File: config.mk
export PLATFORM = sky130hd
export DESIGN_NAME = ltssm
export DESIGN_NICKNAME = d
export VERILOG_FILES = /design/src/rtl/ltssm.sv
export SDC_FILE = /design/constraint.sdc
export NUM_CORES = 1
export LEC_CHECK = 0
export ABC_AREA = 1
export ABC_CLOCK_PERIOD_IN_PS = 8700
export CAP_MARGIN = 20
export CELL_PAD_IN_SITES_DETAIL_PLACEMENT = 1
export CELL_PAD_IN_SITES_GLOBAL_PLACEMENT = 1
export CORE_AREA = 2 2 414 416
export CTS_CLUSTER_SIZE = 24
export DETAILED_ROUTE_END_ITERATION = 8
export DIE_AREA = 0 0 416 418
export GPL_TIMING_DRIVEN = 0
export PLACE_DENSITY_LB_ADDON = 0.1
export SYNTH_ARGS = -nofsm -noshare
export SYNTH_HDL_FRONTEND = slang
export SYNTH_SLANG_ARGS = --single-unit
File: constraint.sdc
create_clock -name clk -period 8.7 [get_ports clk]
set_input_delay 2.61 -clock clk [delete_from_list [all_inputs] [get_ports clk]]
set_output_delay 2.61 -clock clk [all_outputs]
set_load 0.05 [all_outputs]
File: src/rtl/ltssm.sv
// ltssm: simplified 4-lane PCIe LTSSM for simulation-level link bring-up.
// Two instances are cross-wired back to back (req->ack, ts_o->ts_i). Each
// instance detects receivers, trains with TS1/TS2 ordered sets and raises
// linkup in L0.
//
// Optional feature macro: LTSSM_FAST_SIM_EN -- when defined, the dwell,
// timeout and TS1 minimum are forced to 64 / 4096 / 16 cycles.
//
// Ports:
//   clk, rst                  clock, synchronous active-high reset
//   laneN_rx_det              receiver termination present on lane N
//   laneN_idel_break          electrical idle exit seen on lane N
//   laneN_rx_det_seq_req      local detect request (to partner ack)
//   laneN_rx_det_seq_ack      partner detect request
//   laneN_ts_i / _vld         received ordered set and its valid
//   laneN_ts_o / _vld         transmitted ordered set and its valid
//   linkup                    link in L0
module ltssm #(
    parameter int unsigned QUIET_CYCLES   = 12000,
    parameter int unsigned TIMEOUT_CYCLES = 24000,
    parameter int unsigned TS1_TX_MIN     = 1024
) (
    input  logic         clk,
    input  logic         rst,
    input  logic         lane0_rx_det,
    input  logic         lane0_idel_break,
    output logic         lane0_rx_det_seq_req,
    input  logic         lane0_rx_det_seq_ack,
    input  logic [127:0] lane0_ts_i,
    input  logic         lane0_ts_i_vld,
    output logic [127:0] lane0_ts_o,
    output logic         lane0_ts_o_vld,
    input  logic         lane1_rx_det,
    input  logic         lane1_idel_break,
    output logic         lane1_rx_det_seq_req,
    input  logic         lane1_rx_det_seq_ack,
    input  logic [127:0] lane1_ts_i,
    input  logic         lane1_ts_i_vld,
    output logic [127:0] lane1_ts_o,
    output logic         lane1_ts_o_vld,
    input  logic         lane2_rx_det,
    input  logic         lane2_idel_break,
    output logic         lane2_rx_det_seq_req,
    input  logic         lane2_rx_det_seq_ack,
    input  logic [127:0] lane2_ts_i,
    input  logic         lane2_ts_i_vld,
    output logic [127:0] lane2_ts_o,
    output logic         lane2_ts_o_vld,
    input  logic         lane3_rx_det,
    input  logic         lane3_idel_break,
    output logic         lane3_rx_det_seq_req,
    input  logic         lane3_rx_det_seq_ack,
    input  logic [127:0] lane3_ts_i,
    input  logic         lane3_ts_i_vld,
    output logic [127:0] lane3_ts_o,
    output logic         lane3_ts_o_vld,
    output logic         linkup
);

`ifdef LTSSM_FAST_SIM_EN
    localparam int unsigned QUIET_C   = 64;
    localparam int unsigned TIMEOUT_C = 4096;
    localparam int unsigned TS1_MIN_C = 16;
`else
    localparam int unsigned QUIET_C   = QUIET_CYCLES;
    localparam int unsigned TIMEOUT_C = TIMEOUT_CYCLES;
    localparam int unsigned TS1_MIN_C = TS1_TX_MIN;
`endif

    localparam int unsigned LANES  = 4;
    localparam int unsigned SENT_W = 11;
    localparam int unsigned TMO_MAX = (QUIET_C > TIMEOUT_C) ? QUIET_C : TIMEOUT_C;
    localparam int unsigned TMO_W  = $clog2(TMO_MAX + 1);

    localparam logic [7:0] SYM_TS1 = 8'h4A;
    localparam logic [7:0] SYM_TS2 = 8'h45;
    localparam logic [7:0] SYM_PAD = 8'hF7;

    typedef enum logic [2:0] {
        DETECT_QUIET   = 3'd0,
        DETECT_ACTIVE  = 3'd1,
        POLLING_ACTIVE = 3'd2,
        POLLING_CONFIG = 3'd3,
        CONFIG         = 3'd4,
        L0             = 3'd5
    } state_t;

    // Symbol k sits at bits [8k+7:8k]; Sym0 is COM.
    function automatic logic [127:0] ts_build(input logic [7:0] fill,
                                              input logic [7:0] link,
                                              input logic [7:0] lane);
        return {{10{fill}}, 8'h00, 8'h02, 8'h10, lane, link, 8'hBC};
    endfunction

    // Lane bundling
    logic [LANES-1:0] rx_det, idel_break, ack, ts_i_vld;
    logic [127:0]     ts_i [LANES];

    assign rx_det     = {lane3_rx_det, lane2_rx_det, lane1_rx_det, lane0_rx_det};
    assign idel_break = {lane3_idel_break, lane2_idel_break, lane1_idel_break, lane0_idel_break};
    assign ack        = {lane3_rx_det_seq_ack, lane2_rx_det_seq_ack,
                         lane1_rx_det_seq_ack, lane0_rx_det_seq_ack};
    assign ts_i_vld   = {lane3_ts_i_vld, lane2_ts_i_vld, lane1_ts_i_vld, lane0_ts_i_vld};
    assign ts_i[0]    = lane0_ts_i;
    assign ts_i[1]    = lane1_ts_i;
    assign ts_i[2]    = lane2_ts_i;
    assign ts_i[3]    = lane3_ts_i;

    state_t             state, state_d;
    logic [TMO_W-1:0]   tmo_cnt;
    logic [SENT_W-1:0]  sent_cnt;
    logic [LANES-1:0]   act, act_d;
    logic [127:0]       rx_q [LANES];
    logic [LANES-1:0]   rx_vld_q;
    logic [3:0]         rx_cnt [LANES];
    logic [3:0]         rx_cnt_d [LANES];
    logic [LANES-1:0]   match;
    logic [LANES-1:0]   req_q, req_d;
    logic [127:0]       ts_o_q [LANES];
    logic [127:0]       ts_o_d [LANES];
    logic [LANES-1:0]   ts_o_vld_q, ts_o_vld_d;
    logic               linkup_q, linkup_d;
    logic               all8, tmo_hit;

    // Next state and next-cycle outputs (outputs track the state being entered)
    always_comb begin
        state_d    = state;
        act_d      = act;
        req_d      = '0;
        ts_o_vld_d = '0;
        linkup_d   = 1'b0;
        all8       = 1'b1;
        for (int unsigned n = 0; n < LANES; n++) begin
            ts_o_d[n] = '0;
            if (act[n] && (rx_cnt[n] != 4'd8)) all8 = 1'b0;
        end
        tmo_hit = (tmo_cnt == TMO_W'(TIMEOUT_C - 1));

        // Exit conditions are checked before timeout so the exit wins a tie
        case (state)
            DETECT_QUIET: begin
                if ((|idel_break) || (tmo_cnt == TMO_W'(QUIET_C - 1)))
                    state_d = DETECT_ACTIVE;
            end
            DETECT_ACTIVE: begin
                if (((rx_det & ~ack) == '0) && (|rx_det)) begin
                    state_d = POLLING_ACTIVE;
                    act_d   = rx_det & ack;
                end else if (tmo_hit) begin
                    state_d = DETECT_QUIET;
                end
            end
            POLLING_ACTIVE: begin
                if ((sent_cnt >= SENT_W'(TS1_MIN_C)) && all8) state_d = POLLING_CONFIG;
                else if (tmo_hit)                             state_d = DETECT_QUIET;
            end
            POLLING_CONFIG: begin
                if ((sent_cnt >= SENT_W'(16)) && all8) state_d = CONFIG;
                else if (tmo_hit)                      state_d = DETECT_QUIET;
            end
            CONFIG: begin
                if ((sent_cnt >= SENT_W'(16)) && all8) state_d = L0;
                else if (tmo_hit)                      state_d = DETECT_QUIET;
            end
            L0:      state_d = L0;
            default: state_d = DETECT_QUIET;
        endcase

        case (state_d)
            DETECT_ACTIVE: req_d = rx_det;
            POLLING_ACTIVE, POLLING_CONFIG, CONFIG: begin
                req_d      = act_d;
                ts_o_vld_d = act_d;
                for (int unsigned n = 0; n < LANES; n++) begin
                    if (act_d[n]) begin
                        if (state_d == POLLING_ACTIVE)
                            ts_o_d[n] = ts_build(SYM_TS1, SYM_PAD, SYM_PAD);
                        else if (state_d == POLLING_CONFIG)
                            ts_o_d[n] = ts_build(SYM_TS2, SYM_PAD, SYM_PAD);
                        else
                            ts_o_d[n] = ts_build(SYM_TS2, 8'h00, 8'(n));
                    end
                end
            end
            L0: begin
                req_d    = act_d;
                linkup_d = 1'b1;
            end
            default: ;
        endcase
    end

    // Per-lane match against the current state's pattern and counter update
    always_comb begin
        for (int unsigned n = 0; n < LANES; n++) begin
            match[n] = 1'b0;
            case (state)
                POLLING_ACTIVE: match[n] = (rx_q[n] == ts_build(SYM_TS1, SYM_PAD, SYM_PAD)) ||
                                           (rx_q[n] == ts_build(SYM_TS2, SYM_PAD, SYM_PAD));
                POLLING_CONFIG: match[n] = (rx_q[n] == ts_build(SYM_TS2, SYM_PAD, SYM_PAD));
                CONFIG:         match[n] = (rx_q[n] == ts_build(SYM_TS2, 8'h00, 8'(n)));
                default:        match[n] = 1'b0;
            endcase
            rx_cnt_d[n] = rx_cnt[n];
            if (state_d != state)
                rx_cnt_d[n] = 4'd0;
            else if (rx_vld_q[n])
                rx_cnt_d[n] = !match[n] ? 4'd0 :
                              (rx_cnt[n] == 4'd8) ? 4'd8 : rx_cnt[n] + 4'd1;
        end
    end

    // State, counters and registered outputs
    always_ff @(posedge clk) begin
        if (rst) begin
            state      <= DETECT_QUIET;
            tmo_cnt    <= '0;
            sent_cnt   <= '0;
            act        <= '0;
            rx_vld_q   <= '0;
            req_q      <= '0;
            ts_o_vld_q <= '0;
            linkup_q   <= 1'b0;
            for (int unsigned n = 0; n < LANES; n++) begin
                rx_q[n]   <= '0;
                rx_cnt[n] <= '0;
                ts_o_q[n] <= '0;
            end
        end else begin
            state      <= state_d;
            act        <= act_d;
            rx_vld_q   <= ts_i_vld;
            req_q      <= req_d;
            ts_o_vld_q <= ts_o_vld_d;
            linkup_q   <= linkup_d;
            if (state_d != state)    tmo_cnt <= '0;
            else if (tmo_cnt != '1)  tmo_cnt <= tmo_cnt + TMO_W'(1);
            if (state_d != state)                       sent_cnt <= '0;
            else if ((|ts_o_vld_q) && (sent_cnt != '1)) sent_cnt <= sent_cnt + SENT_W'(1);
            for (int unsigned n = 0; n < LANES; n++) begin
                if (ts_i_vld[n]) rx_q[n] <= ts_i[n];
                rx_cnt[n] <= rx_cnt_d[n];
                ts_o_q[n] <= ts_o_d[n];
            end
        end
    end

    assign {lane3_rx_det_seq_req, lane2_rx_det_seq_req,
            lane1_rx_det_seq_req, lane0_rx_det_seq_req} = req_q;
    assign {lane3_ts_o_vld, lane2_ts_o_vld, lane1_ts_o_vld, lane0_ts_o_vld} = ts_o_vld_q;
    assign lane0_ts_o = ts_o_q[0];
    assign lane1_ts_o = ts_o_q[1];
    assign lane2_ts_o = ts_o_q[2];
    assign lane3_ts_o = ts_o_q[3];
    assign linkup     = linkup_q;

endmodule

## Word-level counts from Yosys, hierarchy flattened

Memories as Yosys holds them, arrays and structs flattened.
Index checks and enable logic that the tools add are counted.

| operators by class | value |
|---|---|
| add/sub/neg operators | 6 |
| order comparisons | 2 |
| equal/unequal tests | 35 |
| multiplexer cells | 75 |
| bitwise operators | 16 |
| reduce and logical (&&, ||, !) cells | 22 |

Operators by type and width:

| operator | count |
|---|---|
| $eq 128x127->1 const B | 12 |
| $mux 128 | 8 |
| $mux 511 | 1 |
| $mux 127 | 4 |
| $mux 124 | 4 |
| $mux 24 | 4 |
| $mux 4 | 22 |
| $mux 1 | 20 |
| $mux 3 | 6 |
| $pmux 3 s6 | 1 |
| $add 4x1->4 const B | 4 |
| $eq 4x4->1 const B | 4 |
| $ne 4x4->1 const B | 4 |
| $reduce_or 4->1 | 4 |
| $add 15x1->15 const B | 1 |
| $eq 15x14->1 const B | 1 |
| $eq 15x15->1 const B | 1 |
| $ne 15x15->1 const B | 1 |
| $eq 3x2->1 const B | 4 |
| $eq 3x3->1 const B | 4 |
| $or 1x1->1 | 12 |
| $pmux 1 s3 | 4 |
| $add 11x1->11 const B | 1 |
| $ge 11x11->1 const B | 1 |
| 14 further kinds | 28 |

| word-level totals | value |
|---|---|
| flip-flop bits (word level) | 46 |
| RAM bits | 1040 |
| input bits | 530 |
| word-level logic and storage cells | 167 |
| memories | 3 |

Memory list:

| name | words | width | rd ports | clocked after memory_dff | write ports | RTL line | RTL |
|---|---|---|---|---|---|---|---|
| rx_q | 4 | 128 | 4 | 0 | 4 | 113 | `logic [127:0] rx_q [LANES];` |
| ts_o_q | 4 | 128 | 4 | 0 | 4 | 119 | `logic [127:0] ts_o_q [LANES];` |
| rx_cnt | 4 | 4 | 4 | 0 | 4 | 115 | `logic [3:0] rx_cnt [LANES];` |

## Longest topological paths before layout

An unclocked memory read counts as a cell.

| depth | value |
|---|---|
| depth in word-level cells | 16 |
| depth in mapped cells | 16 |
| gate-level depth less buffers | 15 |

## Least setup slack after synthesis

Ideal clock, no wire load.

| timing | value |
|---|---|
| path type | input port to flip-flop |
| from | input rst |
| to | memory rx_q[0][0] (enable) |
| library setup time | 491 ps |
| arrival | 5811 ps |
| required time | 8209 ps |
| path slack | 2398 ps |
| cell stages on the path | 3 |
| cells stage by stage | clkbuf_1 > inv_1 > nand2_1 |

RTL lines:

| what | RTL line | RTL |
|---|---|---|
| start, declared | 24 | `input logic rst,` |
| end, declared | 113 |  |

==> metrics.txt <==
sequential share of the synthesized area 56.4%; DRC violations left 0; critical path required time between 6 and 7 ns; sw power roughly 1.9 mW; Initial DRT Pass Iterations 4; largest family of logic cells by synthesized area buffers and inverters; xor and xnor area share after synthesis less than 1%; Arr. time, crit path around 2.8 ns; Max IR drop VDD around 0.12 mV; Crit path depth 2; Cell Rows between 150 and 200; mapped cell area between 0.02 and 0.03 mm²; Slew HR between 30% and 40%; Post-Layout Cell Count ~6.7k; routed wire length 110,000 µm; core area approximately 0.17 mm²; clk slew on worst S/H paths approximately 0.050 ns; dpl hpwl approximately 90,000 µm; Critical-path top delay cell dfxtp_1; Pint 5.56 mW; I/O pins between 1k and 1.5k; first-pass GRT wire length 156,000 µm; RSZ-0062 raised after global routing false; Synth Instances 3,235; Netlist cell types 37; Synth Flop Type edfxtp_1; via count 22.6k; GPL Wtd Cong between 0.7 and 0.8; H-tree lvl count 3; final hold slack 0.555 ns; fmax around 190 MHz; Post-CTS Setup Bufs 0; reg2reg path depth 10; post-synthesis compound-gate area fraction less than 1%; Max clock buf depth 3; critical path type flip-flop to output port; Sink Count approximately 590; area grow syn2layout 49.0%; FFs w/ async S/R, synth 0%; min Tclk post-route around 5.4 ns; worst reg2reg setup slack 5.83 ns; grt total ovfl 0; post-route ant nets 0; Simple-Gate Fraction of Synth Area about a fifth; Crit path max-delay family buffers and inverters; Die H about 420 µm; number of flops mapped to enable cells by yosys 512; Worst Setup Start Kind flip-flop; final-stage net count 4,912; FF-to-FF End req_q[3]; CP Max Fanout 20; vias per cell approximately 3.4; Hold Vio Cnt, Final 0; Cell Chain, Critical Path buf_4 -> clkdlybuf4s50_1; CP bufs+invs 2; multiplexer share of the synthesized area less than 1%; number of max-cap violations 0; First DRT Iteration DRCs about 870; Tot GR Track Use approximately an eighth; Die Wd 416 µm; flops & latches, synth roughly 590; Syn. warnings 0; Power per Cell Area 168 mW/mm²; number of global-route vias before repair around 23k; part of the power in registers about 45%; adder-cell area share of the yosys netlist 0.461%; combinational power share between 10% and 20%; final period utilization approximately three fifths; worst-skew pair later-pin latency 0.67 ns; DP Cell Count roughly 6.5k; # setup viols final 0; Hold Path End rx_cnt[0][3]; initial core utilization 17.7%; hold path cells 3; I/O Buffers 821; PostCTS Resize Cnt 0; crit end category output port; CTS Hold Bufs 0; status finished, final reports clean; CTS root buf clkbuf_16; worst hold path class flip-flop to flip-flop; launching point of the worst reg2reg path state[1]; Mean Syn Cell Area roughly 9.2 µm²; clock network fraction of total power between 40% and 50%; Clock Skew 0.0268 ns; Leak roughly 20 nW; drt wl/cell around 16 µm; initial antenna violation count 50; Slew @ Worst Pin about 1.0 ns; Slew Limit Fails 0; TritonCTS clock tree done; largest net degree at the start of global routing 67; Die ar. roughly 0.17 mm²; layout cell share with drive strength beyond 1 between 10% and 20%; sw frac about a quarter; number of clock buffers inserted by TritonCTS 77; largest stage delay on the critical path roughly 0.96 ns; Hold Startpoint rx_cnt[0][3]
==> worst reg2reg max path: stages (launching register included) <==
cell,delay (ns)
dfxtp_1,0.50
nand2_2,0.13
nor2_2,0.69
inv_2,0.25
nor2_1,0.16
nand2_1,0.10
nand3_2,0.10
nand2_4,0.11
nand2_2,0.21
o21ai_1,0.18
nor2_1,0.32
==> final cells by class <==
| type | instances | area [µm²] |
|---|---|---|
| antenna | 17 | 42.5 |
| sequential | 586 | 16900 |
| inverter | 673 | 2530 |
| multi-input combinational | 1639 | 7320 |
| clock buffer | 96 | 2020 |
| fill | 19700 | 125000 |
| timing repair buffer | 830 | 8430 |
| clock inverter | 45 | 479 |
| buffer | 564 | 4060 |
| tap | 2218 | 2780 |
==> power by group through the flow <==
stage / Combinational (mW) / Sequential [mW] / Clock (mW)
finish: 0.928 / 3.35 / 3.21
global route: 1.02 / 3.37 / 3.45
CTS: 0.943 / 3.35 / 3.37
detailed placement: 0.940 / 3.41 / 0
global placement: 0.924 / 3.43 / 0
floorplan: 0.565 / 3.40 / 0
==> worst max path at each step <==
stage | end | slack [ns] | from
5_1_grt | lane0_ts_o[88] | 3.11 | ts_o_q[0][122]
6_report | lane0_ts_o[88] | 3.34 | ts_o_q[0][122]
4_1_cts | lane0_ts_o[88] | 3.08 | ts_o_q[0][122]
3_5_place_dp | rx_q[1][61] | 2.78 | rst
3_3_place_gp | rx_q[1][63] | -0.44 | rst
2_1_floorplan | rx_q[0][0] | 2.40 | rst
==> metrics by stage <==
| step | setup TNS, ns | power (mW) | util (%) | area, µm² | setup WS, ns |
|---|---|---|---|---|---|
| 6_report | 0 | 7.49 | 26.3 | 44500 | 3.34 |
| 5_1_grt | 0 | 7.85 | 26.3 | 44500 | 3.11 |
| 3_3_place_gp | -198.66 | 4.35 | 24.7 | 41700 | -0.441 |
| 3_5_place_dp | 0 | 4.35 | 24.8 | 42000 | 2.78 |
| 2_1_floorplan | 0 | 3.97 | - | 30700 | 2.40 |
| 4_1_cts | 0 | 7.67 | 26.3 | 44500 | 3.08 |
==> state kept, by name (all words and copies together) (netlist names) <==
name,flops
rx_vld_q,4
rx_cnt,16
tmo_cnt,15
linkup,1
rx_q,512
sent_cnt,11
req_q,4
state,3
ts_o_vld_q,3
act,4
ts_o_q,13
==> cells in the final DEF (no fill, tap or decap), drive strengths merged, types with 33 or more instances in the layout <==
cell type      Yosys  routed
inv              673     677
nor2             882     882
edfxtp           512     512
clkdlybuf4s50      0     821
nor3              48      48
clkinv             0      33
nand3             97      97
nand4             44      44
nand3b            45      45
nand2            225     225
buf              506     515
conb               1     228
clkbuf            58     154
dfxtp             74      74
==> metal layers <==
| layer | global-route usage (%) | vias up | wire, µm |
|---|---|---|---|
| met1 | 12.7 | 10300 | 40300 |
| met5 | 0 | - | 172 |
| met2 | 23.7 | 601 | 60300 |
| met4 | 4.46 | 28 | 2730 |
| li1 | - | 11500 | - |
| met3 | 3.07 | 174 | 6190 |
==> synth_stat cells, types with 12 or more instances <==
library cell / count / area share (%)
nand3_1: 93 / 1.6
inv_2: 12 / 0.15
xor2_1: 16 / 0.47
edfxtp_1: 512 / 51
clkbuf_1: 58 / 0.73
nand3b_1: 45 / 1.1
nand4_1: 44 / 0.92
dfxtp_1: 74 / 5.0
nor2_1: 836 / 11
nor3_1: 47 / 0.79
nand2_1: 219 / 2.8
buf_4: 500 / 13
nor2_4: 41 / 1.5
inv_1: 661 / 8.3
==> cell families (layout without fill, tap and decap cells) <==
| logic type | after synthesis | in the layout |
|---|---|---|
| flops | 586 | 586 |
| fa+ha+maj | 11 | 11 |
| simple gates | 1350 | 1350 |
| xor+xnor | 24 | 24 |
| compound gates | 25 | 25 |
| mux | 1 | 1 |
| buf+inv | 1237 | 2208 |
| other cells | 1 | 245 |
No activity file was read; power rests on OpenSTA's default activity.
